--- config.mk ---
export PLATFORM = sky130hd
export DESIGN_NAME = fetch_stage
export DESIGN_NICKNAME = d
export VERILOG_FILES = /design/src/rtl/fetch_pkg.sv /design/src/rtl/pc_reg.sv /design/src/rtl/fetch_stage.sv
export SDC_FILE = /design/constraint.sdc
export NUM_CORES = 1
export LEC_CHECK = 0
export CAP_MARGIN = 20
export CORE_MARGIN = 4
export CORE_UTILIZATION = 50
export DETAILED_ROUTE_END_ITERATION = 7
export PLACE_DENSITY = 0.86
export SETUP_SLACK_MARGIN = 0.02
export SLEW_MARGIN = 10
export SYNTH_ARGS = -nofsm -noshare
export SYNTH_HDL_FRONTEND = slang
export SYNTH_HIERARCHICAL = 1
export SYNTH_SLANG_ARGS = --single-unit
--- constraint.sdc ---
create_clock -name clk -period 6.2 [get_ports clk]
set_input_delay 1.55 -clock clk [delete_from_list [all_inputs] [get_ports clk]]
set_output_delay 1.55 -clock clk [all_outputs]
set_load 0.02 [all_outputs]
--- src/rtl/fetch_pkg.sv ---
// Shared types and constants for the IF stage.
// States, instruction size and PC alignment mask.
package fetch_pkg;

  typedef enum logic [2:0] {
    IDLE,
    REQ,
    WAIT,
    HOLD,
    DROP
  } fetch_state_t;

  localparam int INSTR_BYTES = 4;
  localparam logic [63:0] PC_ALIGN_MASK = ~64'h3;

endpackage

--- src/rtl/pc_reg.sv ---
// Architectural PC register.
// load (redirect, word-aligned) wins over en (step by one instruction).
module pc_reg
  import fetch_pkg::*;
#(
  parameter int ADDR_W = 64,
  parameter logic [ADDR_W-1:0] RESET_PC = '0
) (
  input  logic              clk,
  input  logic              reset_n,
  input  logic              load,
  input  logic [ADDR_W-1:0] load_val,
  input  logic              en,
  output logic [ADDR_W-1:0] q
);

  // redirect or sequential advance; the add wraps naturally
  always_ff @(posedge clk or negedge reset_n) begin
    if (!reset_n) begin
      q <= RESET_PC;
    end else if (load) begin
      q <= load_val & PC_ALIGN_MASK[ADDR_W-1:0];
    end else if (en) begin
      q <= q + ADDR_W'(INSTR_BYTES);
    end
  end

endmodule

--- src/rtl/fetch_stage.sv ---
// IF stage: PC ownership, imem handshake, IF/ID register.
// Optional perf counters when FETCH_PERF_CNT_EN is defined.
module fetch_stage
  import fetch_pkg::*;
#(
  parameter int ADDR_W  = 64,
  parameter int INSTR_W = 32,
  parameter logic [ADDR_W-1:0] RESET_PC = '0
) (
  input  logic               clk,
  input  logic               reset_n,
  input  logic               branch_taken,
  input  logic [ADDR_W-1:0]  branch_target,
  input  logic               stall,
  input  logic               flush,
  output logic               imem_req,
  output logic [ADDR_W-1:0]  imem_addr,
  input  logic               imem_rvalid,
  input  logic [INSTR_W-1:0] imem_rdata,
  output logic [ADDR_W-1:0]  pc_out,
  output logic               if_id_valid,
  output logic [ADDR_W-1:0]  if_id_pc,
  output logic [INSTR_W-1:0] if_id_instr
`ifdef FETCH_PERF_CNT_EN
  ,
  output logic [31:0]        perf_fetched,
  output logic [31:0]        perf_redirects
`endif
);

  fetch_state_t state_q, state_d;
  logic [ADDR_W-1:0]  pc_q;
  logic [INSTR_W-1:0] hold_q;
  logic load, use_buf, cap;

  pc_reg #(
    .ADDR_W  (ADDR_W),
    .RESET_PC(RESET_PC)
  ) u_pc (
    .clk     (clk),
    .reset_n (reset_n),
    .load    (branch_taken),
    .load_val(branch_target),
    .en      (load),
    .q       (pc_q)
  );

  // A request squashed by a same-cycle redirect is never issued,
  // so no stale response can reach the redirected fetch.
  assign imem_req  = (state_q == REQ) && !branch_taken;
  assign imem_addr = pc_q;
  assign pc_out    = pc_q;

  // state register
  always_ff @(posedge clk or negedge reset_n) begin
    if (!reset_n) state_q <= IDLE;
    else          state_q <= state_d;
  end

  // next state and load/capture strobes; redirect overrides all
  always_comb begin
    state_d = state_q;
    load    = 1'b0;
    use_buf = 1'b0;
    cap     = 1'b0;
    unique case (state_q)
      IDLE: state_d = REQ;
      REQ:  state_d = WAIT;
      WAIT: begin
        if (imem_rvalid) begin
          if (stall) begin
            cap     = 1'b1;
            state_d = HOLD;
          end else begin
            load    = 1'b1;
            state_d = REQ;
          end
        end
      end
      HOLD: begin
        if (!stall) begin
          load    = 1'b1;
          use_buf = 1'b1;
          state_d = REQ;
        end
      end
      DROP: begin
        if (imem_rvalid) state_d = REQ;
      end
      default: state_d = IDLE;
    endcase
    if (branch_taken) begin
      load    = 1'b0;
      use_buf = 1'b0;
      cap     = 1'b0;
      if ((state_q == WAIT || state_q == DROP) && !imem_rvalid)
        state_d = DROP;
      else
        state_d = REQ;
    end
  end

  // word returned while stalled waits here
  always_ff @(posedge clk or negedge reset_n) begin
    if (!reset_n)  hold_q <= '0;
    else if (cap)  hold_q <= imem_rdata;
  end

  // IF/ID register: load, hold on stall, bubble otherwise
  always_ff @(posedge clk or negedge reset_n) begin
    if (!reset_n) begin
      if_id_valid <= 1'b0;
      if_id_pc    <= '0;
      if_id_instr <= '0;
    end else if (branch_taken) begin
      if_id_valid <= 1'b0;
    end else if (load) begin
      if_id_valid <= !flush;
      if_id_pc    <= pc_q;
      if_id_instr <= use_buf ? hold_q : imem_rdata;
    end else if (stall) begin
      if (flush) if_id_valid <= 1'b0;
    end else begin
      if_id_valid <= 1'b0;
    end
  end

`ifdef FETCH_PERF_CNT_EN
  // saturating fetch and redirect counters
  always_ff @(posedge clk or negedge reset_n) begin
    if (!reset_n) begin
      perf_fetched   <= '0;
      perf_redirects <= '0;
    end else begin
      if (load && perf_fetched != 32'hFFFF_FFFF)
        perf_fetched <= perf_fetched + 32'd1;
      if (branch_taken && perf_redirects != 32'hFFFF_FFFF)
        perf_redirects <= perf_redirects + 32'd1;
    end
  end
`endif

`ifndef SYNTHESIS
  a_rvalid_ctx: assert property (
    @(posedge clk) disable iff (!reset_n)
    imem_rvalid |-> (state_q == WAIT || state_q == DROP)
  );
`endif

endmodule

==> impl_metrics.py, run 1 <==
metrics = {
    "routing": {
        "post_drt_via_cell_ratio": 5.749,
        "vias": 8124,
        "routed_wl_um": 29170,
        "ant_nets": 0,
        "drcViolationCount": 0,
        "dr.first_iter.drc_count": 561,
        "wl_per_cell_um": 20.64,
        "drt-pass1-iter-count": 5,
    },
    "worst_setup_path": {
        "r2r_end": "u_pc/q[60]",
        "rrSetupSlack_ns": 2.67,
        "end_kind": "primary output",
        "rr_worst_depth": 9,
        "cp_slowest_stage_delay_ns": 0.67,
        "worst-path-buf-inv": 2,
        "crit_required_ns": 4.65,
        "worst_path_max_delay_cell": "clkdlybuf4s50_1",
        "critPathTopFamily": "buffers and inverters",
        "cp.arrival_ns": 2.91,
        "crit_fanout": 33,
        "timing.rr.start": "state_q[1]",
        "worstSetupStartpointType": "input pin",
        "worstPathCellList": "buf_2, nand2b_1, nor3_1, clkdlybuf4s50_1",
        "path_class": "input pin to primary output",
    },
    "global_routing": {
        "use_met1_pct": 32.52,
        "grt.busiest_layer": "met2",
        "antenna_found_initial": 1,
        "use_met2_pct": 42.74,
        "grt_pass1_vias": 8129,
        "grt_usage_pct": 25.52,
        "grt_max_degree": 103,
        "grt_use_met3_pct": 4.997,
        "grt_pass1_wl_um": 45050,
        "grt-ovfl-total": 0,
    },
    "place": {
        "io_buffer_count": 321,
        "dp_hpwl_um": 20060,
        "place_ws_ns": 1.429,
        "routabilityCongestion": 0.8190,
    },
    "job": {
        "cap_violations": 0,
    },
    "cells_and_area": {
        "nFillCells": 1455,
        "multi_input_area_mm2": 0.004302,
        "fin_nets": 1238,
        "final-seq-area_mm2": 0.004855,
        "drive_gt1_share_pct": 11.07,
        "areaGrowthSynthToFinish_pct": 34.37,
    },
    "timing": {
        "min_period_ns": 4.462,
        "tightest_slew_ns": 1.010,
        "rsz0062_at_grt": "no",
        "finClkSkew_ns": 0.01616,
        "setup_viol": 0,
        "finalMaxSlewViolations": 0,
        "worst_slack_ns": 1.738,
        "hold_viol": 0,
        "fmax_mhz": 224.1,
        "tns_ns": 0,
        "max_slew_margin_pct": 32.32,
        "period_share_pct": 71.97,
    },
    "floorplanning": {
        "die_w_um": 149.5,
        "fp-row-count": 51,
        "core_mm2": 0.01959,
        "dieArea_mm2": 0.02235,
        "dieHeight_um": 149.5,
        "io_pins": 328,
        "start_util_pct": 51.10,
    },
    "clock_network": {
        "tritoncts": "built",
        "cts_buffer_depth": 2,
        "post_cts_resized": 0,
        "post-cts-setup-buffer-count": 0,
        "clk_pin_slew_ns": 0.07,
        "holdBufCountCts": 0,
        "cts_root_buf": "clkbuf_16",
        "cts_buffers": 17,
        "cts.sinks": 194,
        "clk_latency_ns": 0.43,
        "htree_levels": 4,
    },
    "synthesis": {
        "synth_area_mm2": 0.01001,
        "synth_seq_area_share_pct": 48.49,
        "syn_area_per_cell_um2": 11.03,
        "synth_edf_count": 0,
        "ys_types": 54,
        "ys_ff_latch": 194,
        "synth_area_leaders": "dfrtp_1 (48%), mux2_4 (9.6%), buf_4 (5.1%)",
        "ys.flop_type": "dfrtp_1",
        "yosys_warnings": 6,
        "synth.top_cell.area_share_pct": 48.49,
        "async_flop_share_pct": 100.0,
        "syn_inst": 908,
        "yosys.area.top_type": "dfrtp_1",
    },
    "hold_path": {
        "hold_class": "register to register",
        "hold_path_end": "hold_q[18]",
        "min_path_cells": 1,
        "min-delay-start": "hold_q[18]",
    },
    "pwr": {
        "pwr_density_cell_mw_per_mm2": 366.0,
        "peakVddDrop_mv": 0.2095,
        "leakage_nw": 5.416,
    },
    "run_status": {
        "status": "finished, final reports clean",
    },
}
-- stage by stage --
stage                     instances  util [%]  total power, mW  hold slack [ns]  cell area [um^2]
after global placement         1381     65.36            3.671           0.4736             12800
after floorplan                 909         -            2.854           0.4644             10010
after CTS                      1412     68.65            4.964           0.4972             13450
after detailed placement       1381     65.36            3.733           0.4818             12800
final                          1413     68.67            4.924           0.4910             13450
after global routing           1413     68.67            5.141           0.5048             13450
-- flip-flops by register name, indices dropped and copies added (netlist names) --
name         count
u_pc/q          62
state_q          3
hold_q          32
if_id_valid      1
if_id_instr     32
if_id_pc        64
-- power breakdown --
part	internal, mW	total (mW)	switching (mW)
sequential	1.63	1.91	0.281
combinational	0.961	1.80	0.844
clock	0.727	1.21	0.486
total	3.31	4.92	1.61
-- cell type report --
| type | count | area share [%] |
|---|---|---|
| Antenna cell | 1 | 0.01860 |
| Inverter | 6 | 0.1860 |
| Clock inverter | 13 | 1.525 |
| Tap cell | 265 | 2.465 |
| Timing Repair Buffer | 330 | 24.47 |
| Multi-Input combinational cell | 586 | 31.98 |
| Clock buffer | 18 | 3.265 |
| Sequential cell | 194 | 36.09 |
-- worst max-delay path by stage --
stage | from | to | cells past startpoint
after floorplan | stall | u_pc/q[55] | 12
after global placement | branch_taken | u_pc/q[60] | 10
after detailed placement | branch_taken | u_pc/q[5] | 10
after CTS | branch_taken | imem_req | 4
after global routing | branch_taken | u_pc/q[5] | 10
final | branch_taken | imem_req | 4
-- synth_stat cells, types with 8 or more instances --
cell,number
buf_4,68
nand3_1,21
nand3b_1,32
xor2_1,26
or3_1,15
a31oi_1,58
clkbuf_1,32
buf_6,14
nand2_1,54
and3_1,10
xnor2_1,9
mux2_1,30
a21oi_1,34
nand4_1,38
nor2_1,40
mux2_4,64
o31ai_1,8
o21ai_1,13
buf_2,9
o21ai_0,72
dfrtp_1,194
-- cells in the final DEF (no fill, tap or decap), types with 26 or more instances in the layout --
cell and count:
o21ai_0 72, dfrtp_1 194, nand2_1 54, a21oi_1 34
mux2_4 64, nand3b_1 32, mux2_1 30, clkdlybuf4s50_1 319
nor2_1 40, xor2_1 26, nand4_1 38, a31oi_1 58
-- per-layer routing --
metal  share of wire, %  wire length, um
met1                 40            11590
met2                 50            14710
met3                6.4             1871
met4                3.4              996
met5                  0                0
-- cell families after synthesis --
kind of cell | Yosys count | synth area share [%]
AOI/OAI and AO/OA | 189 | 10.54
xor gates and xnor gates | 35 | 3.062
adders and majority gates | 1 | 0.1250
buffers and inverters | 129 | 8.574
DFF | 194 | 48.49
muxes | 98 | 13.41
other | 1 | 0.03746
and+or+nand+nor | 261 | 15.76
Note: power is estimated with default switching activity, not from simulation.
==> inputs of run 2 (changes only) <==
- CORE_UTILIZATION: 50 -> 42
- PLACE_DENSITY: 0.86 -> 0.77
- clock period: 6.2 -> 3.9 ns (I/O delays scaled with it)
==> run 2 against run 1 <==
Compared with the run above: cell count is 4.5% higher; critical path depth is 6 higher; clock skew is 0.0013 ns lower; clock power is 42% higher; final area is 0.52% higher; non-clock buffer count is 8 higher; hold slack better by 0.0034 ns; clock-buffer cell count is 1 higher; critical endpoint is now u_pc/q[46].
==> impl_metrics.py, run 2 (synthesis results as in run 1) <==
metrics = {
    "cells_and_area": {
        "reg.largest.list": "if_id_pc: 64 flops, u_pc/q: 62 flops",
        "areaGrowthSynthToFinish_pct": 35.07,
        "largest_reg_flops": 64,
        "largest-register": "if_id_pc",
        "final_cells": 1477,
        "drive_gt1_share_pct": 11.76,
        "final_common_cell": "clkdlybuf4s50_1",
        "mostFrequentLayoutCells": "clkdlybuf4s50_1 (319), dfrtp_1 (194), o21ai_0 (72), mux2_4 (64), a31oi_1 (58)",
        "fin_nets": 1246,
        "design_area_mm2": 0.01352,
    },
    "pwr": {
        "leakage_nw": 5.420,
        "pwr_density_cell_mw_per_mm2": 561.9,
        "p_total_mw": 7.598,
        "peakVddDrop_mv": 0.3523,
    },
    "clock_network": {
        "clk_pin_slew_ns": 0.08,
        "htree_levels": 4,
        "cts_root_buf": "clkbuf_16",
        "tritoncts": "built",
        "cts.sinks": 194,
        "holdBufCountCts": 0,
        "cts_buffer_depth": 2,
        "cts_buffers": 17,
        "post-cts-setup-buffer-count": 0,
        "post_cts_resized": 0,
        "clk_latency_ns": 0.43,
    },
    "timing": {
        "fmax_mhz": 305.5,
        "hold_viol": 0,
        "finalMaxSlewViolations": 0,
        "finClkSkew_ns": 0.01481,
        "setup_viol": 0,
        "tightest_slew_ns": 0.7927,
        "rsz0062_at_grt": "no",
        "period_share_pct": 83.94,
        "max_slew_margin_pct": 47.15,
        "tns_ns": 0,
        "holdWs_ns": 0.4944,
        "min_period_ns": 3.274,
    },
    "routing": {
        "dr.first_iter.drc_count": 469,
        "routed_wl_um": 29340,
        "vias": 8113,
        "wl_per_cell_um": 19.87,
        "ant_nets": 0,
        "drcViolationCount": 0,
        "drt-pass1-iter-count": 7,
        "post_drt_via_cell_ratio": 5.493,
    },
    "floorplanning": {
        "die_w_um": 162.4,
        "dieArea_mm2": 0.02637,
        "dieHeight_um": 162.4,
        "fp-row-count": 56,
        "io_pins": 328,
        "core_mm2": 0.02347,
        "start_util_pct": 42.65,
    },
    "worst_setup_path": {
        "worstPathCellList": "clkdlybuf4s50_1, o21ba_1, nand2_4, inv_4, nand4_1, nor3_2, buf_4, nand4_2, or3_1, a31oi_1",
        "cp_slowest_stage_delay_ns": 0.62,
        "worstSetupStartpointType": "input pin",
        "end_kind": "register",
        "crit_start": "imem_rvalid",
        "worst_path_max_delay_cell": "clkdlybuf4s50_1",
        "path_class": "input pin to register",
        "cp.arrival_ns": 3.61,
        "timing.rr.start": "u_pc/q[13]",
        "worst-path-buf-inv": 3,
        "critPathTopFamily": "simple AND/OR/NAND/NOR gates",
        "crit_required_ns": 4.24,
        "crit_fanout": 7,
    },
    "global_routing": {
        "grt-ovfl-total": 0,
        "grt_pass1_wl_um": 46500,
        "grt_max_degree": 102,
        "grt_usage_pct": 21.89,
        "antenna_found_initial": 1,
        "grt_pass1_vias": 8219,
    },
    "place": {
        "dp_cells": 1443,
        "io_buffer_count": 321,
        "place_area_mm2": 0.01294,
        "dp_hpwl_um": 20430,
        "routabilityCongestion": 0.8029,
    },
    "job": {
        "cap_violations": 0,
    },
    "run_status": {
        "status": "finished, final reports clean",
    },
    "hold_path": {
        "min-delay-start": "hold_q[3]",
        "hold_class": "register to register",
    },
}
==> run 2: metrics by stage <==
| step | worst slack (ns) | util, % |
|---|---|---|
| finish | 0.6263 | 57.61 |
| global route | 0.4473 | 57.60 |
| detailed placement | 0.2010 | 55.15 |
| CTS | 0.6343 | 57.59 |
| global placement | 0.2740 | 55.15 |
| floorplan | 0.5782 | - |
==> run 2: layout make-up <==
| class | instances | area (um^2) |
|---|---|---|
| tap | 319 | 399.1 |
| timing repair buffer | 338 | 3364 |
| sequential | 194 | 4855 |
| clock buffer | 19 | 452.9 |
| clock inverter | 13 | 118.9 |
| antenna | 2 | 5.005 |
| inverter | 6 | 25.02 |
| fill | 2022 | 9951 |
| multi-input combinational | 586 | 4302 |
==> run 2: path summary, 6_finish.rpt <==
check,depth (start not counted),endpoint,slack [ns]
max,10,u_pc/q[46],0.63
min,1,hold_q[3],0.49
max in group asynchronous,2,u_pc/q[33],2.47
min in group asynchronous,1,if_id_pc[43],0.50
min reg2reg,1,hold_q[3],0.49
max reg2reg,5,u_pc/q[61],1.16
==> run 2: power breakdown <==
part           total [mW]  switching, mW  internal [mW]
Sequential           3.01          0.432           2.58
Clock                1.72          0.841          0.877
Combinational        2.87           1.33           1.53
Total                7.60           2.61           4.99
==> run 2: metal layers <==
metal | share of wire [%] | routed length, um | track usage [%] | vias up
li1 | - | - | - | 3715
met4 | 2.1 | 616 | 6.690 | 0
met1 | 42 | 12360 | 29.19 | 4090
met2 | 50 | 14750 | 36.68 | 270
met5 | 0 | 0 | 0 | -
met3 | 5.5 | 1612 | 3.847 | 38
==> RTL change 1: new RTL, config.mk and constraints of run 1 <==
Build with the macro `FETCH_PERF_CNT_EN` defined.
--- a/src/rtl/fetch_stage.sv
+++ b/src/rtl/fetch_stage.sv
@@ -2,2 +2,4 @@
 // Optional perf counters when FETCH_PERF_CNT_EN is defined.
+`define FETCH_PERF_CNT_EN
+
 module fetch_stage
Behaviour (old outputs only; new: perf_fetched and perf_redirects): unchanged (equiv_simple and equiv_induct, registers matched by name and starting in step).
==> RTL change 1 against run 1 <==
Total power rose by 30%; sequential cell count rose by 64; critical path depth rose by 4; wire length rose by 28%; register-to-register slack improved by 0.38 ns; clock skew fell by 0.0073 ns; via count rose by 27%; worst setup slack improved by 0.34 ns; synthesized area rose by 25%; first-iteration DRC count rose by 27%; design area rose by 28%; count of clock-buffer cells in the layout rose by 20; largest cell class unchanged; sequential share of layout area rose by 1.5 points.
==> RTL change 1: results (changes against run 1) <==
{
  "run_status": {
    "run_status": "completed"
  },
  "logic_synthesis": {
    "synth-adder-area-share": {"value": 0.300, "unit": "%", "change": "+0.18 points"},
    "post_synth_main_area_contributors": "sky130_fd_sc_hd__dfrtp_1, sky130_fd_sc_hd__mux2_2, sky130_fd_sc_hd__buf_4",
    "yosys.area_share.xor_xnor": {"value": 6.44, "unit": "%", "change": "+3.4 points"},
    "synth.area.mux_share": {"value": 11.6, "unit": "%", "change": "-1.9 points"},
    "netlist_instances": {"value": 1143, "change": "+26%"}
  },
  "layout": {
    "nFillCells": {"value": 1759, "change": "+21%"},
    "insertedDiodeCount": {"value": 0, "change": "-1"},
    "drive_above_1_share": {"value": 12.6, "unit": "%", "change": "+1.5 points"},
    "nets_finish": {"value": 1560, "change": "+26%"}
  },
  "detailed_routing": {
    "wl_per_cell": {"value": 20.7, "unit": "um", "change": "+0.38%"},
    "post_drt_via_cell_ratio": {"value": 5.72, "change": "-0.52%"},
    "met3_length": {"value": 2.70, "unit": "mm", "change": "+45%"},
    "iteration_0_drc_count_of_the_detailed_router": {"value": 713, "change": "+27%"}
  },
  "place": {
    "detailed_place.area": {"value": 0.0162, "unit": "sq mm", "change": "+26%"},
    "place.detailed.instances": {"value": 1749, "change": "+27%"},
    "place_ws": {"value": 1.55, "unit": "ns", "change": "+0.117 ns"},
    "post-dp-hpwl": {"value": 26.7, "unit": "mm", "change": "+33%"},
    "numPortBuffers": {"value": 385, "change": "+20%"}
  },
  "global_route": {
    "grt_pass1_wl": {"value": 59.1, "unit": "mm", "change": "+31%"},
    "first_global_vias": {"value": 10500, "change": "+29%"}
  },
  "clocking": {
    "ctsHtreeMaxLevel": {"value": 1, "change": "-3"},
    "cts_inserted_buffers": {"value": 28, "change": "+11"}
  },
  "timing": {
    "fin_hold_ws": {"value": 0.497, "unit": "ns", "change": "+0.00608 ns"},
    "worst_clock_skew": {"value": 0.00890, "unit": "ns", "change": "-0.00725 ns"},
    "slew-limit-headroom": {"value": 40.2, "unit": "%", "change": "+7.9 points"},
    "layout_setup_ws": {"value": 2.08, "unit": "ns", "change": "+0.343 ns"}
  },
  "setup_path": {
    "crit_path_start": "stall",
    "cp-endpoint": "u_pc/q[5]",
    "timing.reg2reg.setup_slack": {"value": 3.05, "unit": "ns", "change": "+0.38 ns"},
    "regToRegEndpoint": "u_pc/q[5]",
    "rr_startpoint": "state_q[2]"
  },
  "power": {
    "power.share.sequential": {"value": 38.8, "unit": "%", "change": "about the same"},
    "vdd_drop_max": {"value": 0.290, "unit": "mV", "change": "+39%"},
    "p_sw_share": {"value": 32.6, "unit": "%", "change": "-0.12 points"},
    "comb_power_share": {"value": 33.4, "unit": "%", "change": "-3.3 points"},
    "cellPowerDensity": {"value": 372, "unit": "mW/mm^2", "change": "+1.7%"}
  },
  "worst_hold_path": {
    "hold_path_startpoint": "perf_fetched[15]"
  }
}
## RTL change 1: cell count changes after synthesis, moves of 27 or more
cell,run 1,this run
sky130_fd_sc_hd__mux2_1,30,0
sky130_fd_sc_hd__mux2_4,64,0
sky130_fd_sc_hd__mux2i_1,1,33
sky130_fd_sc_hd__a31oi_1,58,26
sky130_fd_sc_hd__xnor2_1,9,48
sky130_fd_sc_hd__nand4_1,38,65
sky130_fd_sc_hd__mux2_2,3,99
sky130_fd_sc_hd__dfrtp_1,194,258
sky130_fd_sc_hd__nor2_1,40,87
sky130_fd_sc_hd__nand3b_1,32,0
## RTL change 1: area by class of cell
type                       instances  area (sq um)  share of cell area, %
tap                              324           405                   2.36
inverter                           8          30.0                  0.175
clock buffer                      38           820                   4.78
clock inverter                    14           176                   1.03
sequential                       258          6460                   37.6
multi-input combinational        765          5320                   31.0
timing repair buffer             394          3950                   23.0
==> RTL change 2: new RTL, settings of run 1 <==
Made on the original files. The 5 states of `fetch_state_t` get a one-hot encoding in 5 bits.
--- a/src/rtl/fetch_pkg.sv
+++ b/src/rtl/fetch_pkg.sv
@@ -4,8 +4,8 @@
 
-  typedef enum logic [2:0] {
-    IDLE,
-    REQ,
-    WAIT,
-    HOLD,
-    DROP
+  typedef enum logic [4:0] {
+    IDLE = 5'b00001,
+    REQ  = 5'b00010,
+    WAIT = 5'b00100,
+    HOLD = 5'b01000,
+    DROP = 5'b10000
   } fetch_state_t;
Check against the original RTL: same outputs for any inputs over 4 cycles, from zero or initial values and one cycle with reset_n low; so few cycles prove little.
==> RTL change 2 against run 1 <==
Wire length decreased by 10%; clock power down 12%; worst setup slack lost 0.10 ns; sequential cell count rose by 2; synthesized area shrank 2.9%; clock skew is 0.0050 ns lower; design area decreased by 1.9%; total power fell by 10%; largest power group unchanged; highest routed layer unchanged.
==> RTL change 2: results (changes against run 1) <==
{
  "setup_path": {
    "regToRegEndpoint": "u_pc/q[62]",
    "crit_type": "in -> reg",
    "timing.reg2reg.worst_path_depth": {"value": 8, "change": "-1"},
    "timing.reg2reg.setup_slack": {"value": 2.80, "unit": "ns", "change": "+0.13 ns"},
    "crit_fanout": {"value": 25, "change": "-24%"},
    "crit_path_start": "stall",
    "cpMaxStageDelayCell": "sky130_fd_sc_hd__or4_4",
    "timing.critical_path.max_delay_family": "simple AND/OR/NAND/NOR gates",
    "rr_startpoint": "state_q[4]"
  },
  "layout": {
    "nets_finish": {"value": 1188, "change": "-4.0%"},
    "drive_above_1_share": {"value": 17.5, "unit": "%", "change": "+6.4 points"},
    "nFillCells": {"value": 1423, "change": "-2.2%"}
  },
  "timing": {
    "worst_clock_skew": {"value": 0.0112, "unit": "ns", "change": "-0.00497 ns"},
    "slew-limit-headroom": {"value": 29.0, "unit": "%", "change": "-3.3 points"}
  },
  "run_status": {
    "run_status": "completed"
  },
  "place": {
    "detailed_place.area": {"value": 0.0126, "unit": "sq mm", "change": "-1.3%"},
    "place.detailed.instances": {"value": 1326, "change": "-4.0%"},
    "place_ws": {"value": 1.17, "unit": "ns", "change": "-0.264 ns"}
  },
  "logic_synthesis": {
    "synth.area.mux_share": {"value": 18.9, "unit": "%", "change": "+5.4 points"},
    "share_of_the_synthesized_area_in_compound_gates_ao_oa_aoi_oai": {"value": 5.97, "unit": "%", "change": "-4.6 points"},
    "synth.cells.most_frequent": "sky130_fd_sc_hd__dfrtp_1, sky130_fd_sc_hd__mux2_2, sky130_fd_sc_hd__buf_4",
    "synth.avg_cell_area": {"value": 11.5, "unit": "sq um", "change": "+4.4%"}
  },
  "global_route": {
    "grt_max_degree": {"value": 119, "change": "+16%"},
    "grtUsageTotal": {"value": 24.1, "unit": "%", "change": "-1.4 points"}
  },
  "detailed_routing": {
    "post_drt_via_cell_ratio": {"value": 5.57, "change": "-3.1%"},
    "routed-via-count": {"value": 7565, "change": "-6.9%"},
    "iteration_0_drc_count_of_the_detailed_router": {"value": 527, "change": "-6.1%"}
  },
  "worst_hold_path": {
    "worstHoldEndpoint": "if_id_pc[40]"
  }
}
RTL change 2: final cells by class:
cell class                 instances  area (sq um)  share of cell area [%]
multi-input combinational        534          4100                    31.0
tap                              260           325                    2.46
inverter                           6          22.5                   0.171
clock buffer                      20           457                    3.46
timing repair buffer             330          3280                    24.8
sequential                       196          4910                    37.2
clock inverter                    12           113                   0.853
RTL change 2: where the power goes:
group	switching (mW)	total [mW]	internal [mW]	leakage (nW)
logic	0.709	1.51	0.799	2.73
registers	0.237	1.84	1.60	2.51
clock network	0.519	1.07	0.552	0.279
total	1.47	4.42	2.95	5.51
RTL change 2: cell families after synthesis:
group           Yosys count
compound gates           97
xor+xnor                 37
fa+ha+maj                 1
buf+inv                 115
flops                   196
mux                     163
other cells               1
simple gates            234
RTL change 2: per-layer routing:
metal	GRT usage, %	up-vias	share of wire, %
met1	30.5	3723	40
met2	40.6	332	50
met5	0	-	0
met4	7.41	0	2.4
met3	6.47	58	7.6
li1	-	3452	-
